### src/rtl/uart_rx_wb.sv
// 8N1 UART receiver feeding a small receive FIFO, read out via a Wishbone slave port.
// Latency: byte visible one cycle after the stop-bit sample; Wishbone ack one cycle after request.
// Backpressure: none on the line; a full FIFO drops the byte and sets the sticky overrun flag.
module uart_rx_wb #(
    parameter int CLK_FREQ   = 50_000_000,
    parameter int BAUD       = 115200,
    parameter int FIFO_DEPTH = 16
) (
    input  logic        clk_in,
    input  logic        rst_n,
    input  logic        rx,
    input  logic        wb_cyc_i,
    input  logic        wb_stb_i,
    input  logic        wb_we_i,
    input  logic        wb_adr_i,
    input  logic [15:0] wb_dat_i,
    output logic [15:0] wb_dat_o,
    output logic        wb_ack_o,
    output logic        irq
);

    localparam int DIV   = (CLK_FREQ + BAUD / 2) / BAUD;
    localparam int CNT_W = $clog2(DIV);
    localparam int AW    = $clog2(FIFO_DEPTH);
    localparam logic [CNT_W-1:0] CNT_HALF = CNT_W'(DIV / 2 - 1);
    localparam logic [CNT_W-1:0] CNT_FULL = CNT_W'(DIV - 1);
    localparam logic [AW:0]      CNT_MAX  = (AW + 1)'(FIFO_DEPTH);

    typedef enum logic [1:0] {IDLE, START, DATA, STOP} state_t;

    logic [1:0]       sync_q, sync_d;
    logic             rxs;
    state_t           state_q, state_d;
    logic [CNT_W-1:0] cnt_q, cnt_d;
    logic [2:0]       idx_q, idx_d;
    logic [7:0]       shift_q, shift_d;
    logic             tick, rx_push, frame_set;

    logic [7:0]       mem_q [FIFO_DEPTH];
    logic [AW-1:0]    wptr_q, wptr_d, rptr_q, rptr_d;
    logic [AW:0]      count_q, count_d;
    logic             full, not_empty, do_push, pop, ovr_set;
    logic             ovr_q, ovr_d, ferr_q, ferr_d;
    logic             ack_q, ack_d;
    logic [15:0]      dat_q, dat_d;
    logic             req, status_wr;
    logic             unused_wb_bits;

    assign sync_d = {sync_q[0], rx};
    assign rxs    = sync_q[1];
    assign tick   = (cnt_q == '0);

    always_ff @(posedge clk_in or negedge rst_n) begin
        if (!rst_n) begin
            sync_q  <= 2'b11;
            state_q <= IDLE;
            cnt_q   <= '0;
            idx_q   <= '0;
            shift_q <= '0;
        end else begin
            sync_q  <= sync_d;
            state_q <= state_d;
            cnt_q   <= cnt_d;
            idx_q   <= idx_d;
            shift_q <= shift_d;
        end
    end

    always_comb begin
        state_d = state_q;
        cnt_d   = tick ? cnt_q : cnt_q - 1'b1;
        idx_d   = idx_q;
        shift_d = shift_q;
        case (state_q)
            IDLE: begin
                cnt_d = cnt_q;
                if (!rxs) begin
                    cnt_d   = CNT_HALF;
                    state_d = START;
                end
            end
            START: if (tick) begin
                if (!rxs) begin
                    cnt_d   = CNT_FULL;
                    idx_d   = '0;
                    state_d = DATA;
                end else begin
                    state_d = IDLE;
                end
            end
            DATA: if (tick) begin
                shift_d = {rxs, shift_q[7:1]};
                cnt_d   = CNT_FULL;
                idx_d   = idx_q + 1'b1;
                if (idx_q == 3'd7) state_d = STOP;
            end
            STOP: if (tick) state_d = IDLE;
            default: state_d = IDLE;
        endcase
    end

    always_comb begin
        rx_push   = (state_q == STOP) && tick && rxs;
        frame_set = (state_q == STOP) && tick && !rxs;
    end

    // A pop in the push cycle frees the slot, so a full FIFO still accepts the byte.
    assign full      = (count_q == CNT_MAX);
    assign not_empty = (count_q != '0);
    assign req       = wb_cyc_i && wb_stb_i && !ack_q;
    assign status_wr = req && wb_we_i && wb_adr_i;
    assign pop       = req && !wb_we_i && !wb_adr_i && not_empty;
    assign do_push   = rx_push && (!full || pop);
    assign ovr_set   = rx_push && full && !pop;

    always_comb begin
        wptr_d  = wptr_q + AW'(do_push);
        rptr_d  = rptr_q + AW'(pop);
        count_d = count_q + (AW + 1)'(do_push) - (AW + 1)'(pop);
        ovr_d   = ovr_q;
        ferr_d  = ferr_q;
        if (status_wr && wb_dat_i[3]) ovr_d = 1'b0;
        if (status_wr && wb_dat_i[2]) ferr_d = 1'b0;
        if (ovr_set) ovr_d = 1'b1;
        if (frame_set) ferr_d = 1'b1;
        ack_d = req;
        dat_d = 16'h0000;
        if (req && !wb_we_i) begin
            if (wb_adr_i) dat_d = {12'h000, ovr_q, ferr_q, full, not_empty};
            else if (not_empty) dat_d = {8'h00, mem_q[rptr_q]};
        end
    end

    always_ff @(posedge clk_in) begin
        if (do_push) mem_q[wptr_q] <= shift_q;
    end

    always_ff @(posedge clk_in or negedge rst_n) begin
        if (!rst_n) begin
            wptr_q  <= '0;
            rptr_q  <= '0;
            count_q <= '0;
            ovr_q   <= 1'b0;
            ferr_q  <= 1'b0;
            ack_q   <= 1'b0;
            dat_q   <= 16'h0000;
        end else begin
            wptr_q  <= wptr_d;
            rptr_q  <= rptr_d;
            count_q <= count_d;
            ovr_q   <= ovr_d;
            ferr_q  <= ferr_d;
            ack_q   <= ack_d;
            dat_q   <= dat_d;
        end
    end

    assign wb_ack_o       = ack_q;
    assign wb_dat_o       = dat_q;
    assign irq            = not_empty;
    assign unused_wb_bits = ^{wb_dat_i[15:4], wb_dat_i[1:0]};

endmodule

### config.mk
export PLATFORM = sky130hd
export DESIGN_NAME = uart_rx_wb
export DESIGN_NICKNAME = d
export VERILOG_FILES = /design/src/rtl/uart_rx_wb.sv
export SDC_FILE = /design/constraint.sdc
export NUM_CORES = 1
export LEC_CHECK = 0
export BUFFER_PORTS_ARGS = -buffer_cell sky130_fd_sc_hd__buf_2
export CAP_MARGIN = 20
export CORE_AREA = 2 2 114 116
export DETAILED_ROUTE_END_ITERATION = 8
export DIE_AREA = 0 0 116 118
export GPL_ROUTABILITY_DRIVEN = 0
export PLACE_DENSITY = 0.87
export SLEW_MARGIN = 20
export SYNTH_ARGS = -nofsm -noshare
export SYNTH_HDL_FRONTEND = slang
export SYNTH_SLANG_ARGS = --single-unit
### constraint.sdc
create_clock -name clk_in -period 5.2 [get_ports clk_in]
set_input_delay 1.04 -clock clk_in [delete_from_list [all_inputs] [get_ports clk_in]]
set_output_delay 1.04 -clock clk_in [all_outputs]
set_load 0.05 [all_outputs]
==> impl_metrics.csv <==
group,metric,value,unit
run_status,outcome,"finished clean",
logic_synthesis,synth_edf_count,128,
final_layout,nets,508,
logic_synthesis,synth_area_leaders,"edfxtp_1 (52%), dfrtp_1 (16%), mux4_2 (10%)",
pwr,p_comb_share,12.7,%
global_routing,grtUsageTotal,22.1,%
detailed_routing,avgViaCountPerCell,6.09,
logic_synthesis,ys_ff_latch,176,
logic_synthesis,yosysTopAreaCellShare,52.0,%
final_layout,stdcell_area,0.00822,sq mm
timing,clock.fmax,293,MHz
detailed_routing,drt_iter0_drc,444,
final_layout,syn2layout_area_growth,11.3,%
final_layout,utilization,66.2,%
timing,relSlewSlack,31.0,%
timing,fin_setup_tns,0,ns
detailed_routing,drt-total-wl,14.0,mm
global_routing,grt_pass1_wl,22.2,mm
hold_path,min_to,"sync_q[1]$_DFF_PN1_",
logic_synthesis,synthArstFlopShare,27.3,%
timing,slew_viol_final,0,
timing,fin_crit_sh,65.7,%
pwr,switching_share,25.5,%
placement,place_area,0.00764,sq mm
global_routing,grt_pass1_vias,4102,
die,die_y,118,um
detailed_routing,ant_nets,0,
final_layout,multi_input_area,0.00213,sq mm
setup_path,cp-end-kind,"flop",
global_routing,met2_usage,35.7,%
clock_tree,path_clk_slew,0.07,ns
hold_path,min_path_cells,0,
pwr,switching_power,836,uW
setup_path,rr_endpoint,"count_q[4]$_DFF_PN0_",
clock_tree,tritoncts,"built",
setup_path,r2r_setup_slack,1.79,ns
placement,portBuffers,18,
logic_synthesis,yosysSeqAreaShare,68.3,%
setup_path,r2r_cells,14,
global_routing,grt_use_met3,5.51,%
clock_tree,clk_path_buf_depth,2,
die,die_x,116,um
die,dieArea,0.0137,sq mm
setup_path,timing.rr.start,"count_q[3]$_DFF_PN0_",
pwr,clkPwrFrac,38.1,%
clock_tree,h-tree-depth,4,
detailed_routing,first_pass_iters,5,
logic_synthesis,synth-main-ff-cell,"edfxtp_1",
clock_tree,cts_resized,0,
setup_path,worst-setup-path-type,"flop to flop",
setup_path,cp.required,5.56,ns
logic_synthesis,synth_cell_types,55,
clock_tree,cts_buffers,17,
global_routing,grt_overflow,0,
pwr,peakVddDrop,0.194,mV
clock_tree,cts-root-buf,"clkbuf_16",
timing,finalClockSkew,0.00748,ns
timing,fin_hold_ws,0.354,ns
detailed_routing,drc,0,
global_routing,grt_max_degree,49,
timing,finalHoldViolCount,0,
pwr,p_leak,0.00333,uW
timing,finalCriticalPeriod,3.41,ns
clock_tree,cts_setup_buffers,0,
pwr,p_per_area,398,mW/mm^2
detailed_routing,wl_per_cell,21.3,um
job,maxCapViolCount,0,
pwr,p_int,2440,uW
placement,dp_hpwl,8.90,mm
die,start_util,59.5,%
die,num_rows,41,
timing,rsz0062_at_grt,"no",
final_layout,n_fill_cell,785,
timing,tightest_slew,1.03,ns
final_layout,layout-drive-gt1-share,22.8,%
setup_path,cp_max_fo,7,
clock_tree,cts_sinks,176,
pwr,p_seq_share,49.3,%
final_layout,antennaDiodeCount,0,
logic_synthesis,synth_area_leader_cell,"edfxtp_1",
placement,place_ws,1.66,ns
logic_synthesis,syn-cell-area,0.00739,sq mm
global_routing,antenna_found_initial,0,
logic_synthesis,syn_area_per_cell,16.6,sq um
clock_tree,insertion_delay,0.43,ns
global_routing,use_met1,28.9,%
logic_synthesis,synth_most_common_cell,"edfxtp_1",
setup_path,startpoint,"count_q[3]$_DFF_PN0_",
logic_synthesis,yosys-top-cells-count,"edfxtp_1 (128), dfrtp_1 (46), mux4_2 (33)",
die,core,0.0124,sq mm
global_routing,busiest_layer,"met2",
logic_synthesis,yosysWarnings,0,
final_layout,regArea,0.00505,sq mm
hold_path,min_from,"sync_q[0]$_DFF_PN1_",
clock_tree,hold_buffers,0,
setup_path,worstSetupStartpointType,"flop",
timing,fin_ws,1.79,ns
die,io_pins,41,
hold_path,hp-class,"flop to flop",
setup_path,cp.arrival,3.77,ns
logic_synthesis,netlist_instances,446,
detailed_routing,via_count,3987,
timing,setup_viol,0,
[placed cells by master, fill, tap and decap left out, types with 3 or more instances in the layout]
cell and n:
o31ai_1 4, conb_1 8, clkbuf_16 17, nand2b_1 4
dfrtp_1 45, ha_1 14, a211oi_1 9, inv_6 4
xnor2_1 5, nand3_1 4, edfxtp_1 128, nor2_1 20
xor2_1 5, mux4_2 33, a21oi_1 11, buf_2 17
nand2_1 12, nor3_1 7, inv_1 21, nor2b_1 6
a31oi_1 4, nand4_1 3, mux2i_1 12, buf_4 11
mux2_2 10, o22ai_1 4, nor4_1 6, o21ai_0 11
[worst max-delay path: stages, from the launching register on]
cell	delay (ns)
dfrtp_1	0.40
inv_1	0.09
ha_1	0.15
nor4b_1	0.76
or3_1	0.41
inv_1	0.13
ha_1	0.31
inv_1	0.05
ha_1	0.16
inv_1	0.06
fa_1	0.40
inv_1	0.07
a21oi_1	0.06
o21bai_1	0.16
xnor2_1	0.13
[metal layers]
layer  vias up  part of all wire [%]
li1       1768                     -
met1      1990                    40
met2       189                    51
met3        40                   6.6
met4         0                   2.5
met5         -                     0
[worst max-delay path by stage]
stage	endpoint	slack (ns)	cells past startpoint
finish	count_q[4]$_DFF_PN0_	1.79	14
global route	count_q[4]$_DFF_PN0_	1.56	14
CTS	count_q[4]$_DFF_PN0_	1.79	14
detailed placement	count_q[4]$_DFF_PN0_	1.66	15
global placement	count_q[4]$_DFF_PN0_	1.73	15
floorplan	mem_q[0][0]$_DFFE_PP_	1.83	4
[per-stage QoR]
step / cells / total power, uW
after floorplan: 453 / 1970
after global placement: 623 / 2040
after detailed placement: 623 / 2060
after CTS: 655 / 3290
after global routing: 655 / 3390
final: 655 / 3270
[state kept, by name, indices dropped and copies added, names as in the netlist, named ones only]
register / count
sync_q: 2
ovr_q: 1
mem_q: 128
count_q: 5
wb_ack_o: 1
ferr_q: 1
idx_q: 3
state_q: 1
wb_dat_o: 8
rptr_q: 4
cnt_q: 9
wptr_q: 4
shift_q: 8
[cell type report]
class | instances | share of cell area (%)
Clock buffer | 17 | 5.17
Clock inverter | 15 | 1.90
Inverter | 21 | 0.958
Multi-Input combinational cell | 226 | 25.9
Sequential cell | 176 | 61.4
Tap cell | 172 | 2.62
Timing Repair Buffer | 28 | 2.04
[power by group through the flow]
stage / sequential (uW) / combinational, uW / clock, uW
after floorplan: 1580 / 386 / 0
after global placement: 1640 / 400 / 0
after detailed placement: 1650 / 413 / 0
after CTS: 1620 / 417 / 1260
after global routing: 1630 / 450 / 1320
final: 1610 / 414 / 1250
[cells by family after synthesis]
logic type               count (synthesis)  synth area share (%)
AO/OA/AOI/OAI                           56                  5.05
XOR/XNOR                                10                  1.19
adder cells (fa/ha/maj)                 15                  2.64
buffers and inverters                   51                  3.27
flip-flops                             176                  68.3
multiplexers                            55                  13.2
other                                    1                0.0507
AND/OR/NAND/NOR                         82                  6.30
Note: power is estimated with default switching activity, not from simulation.
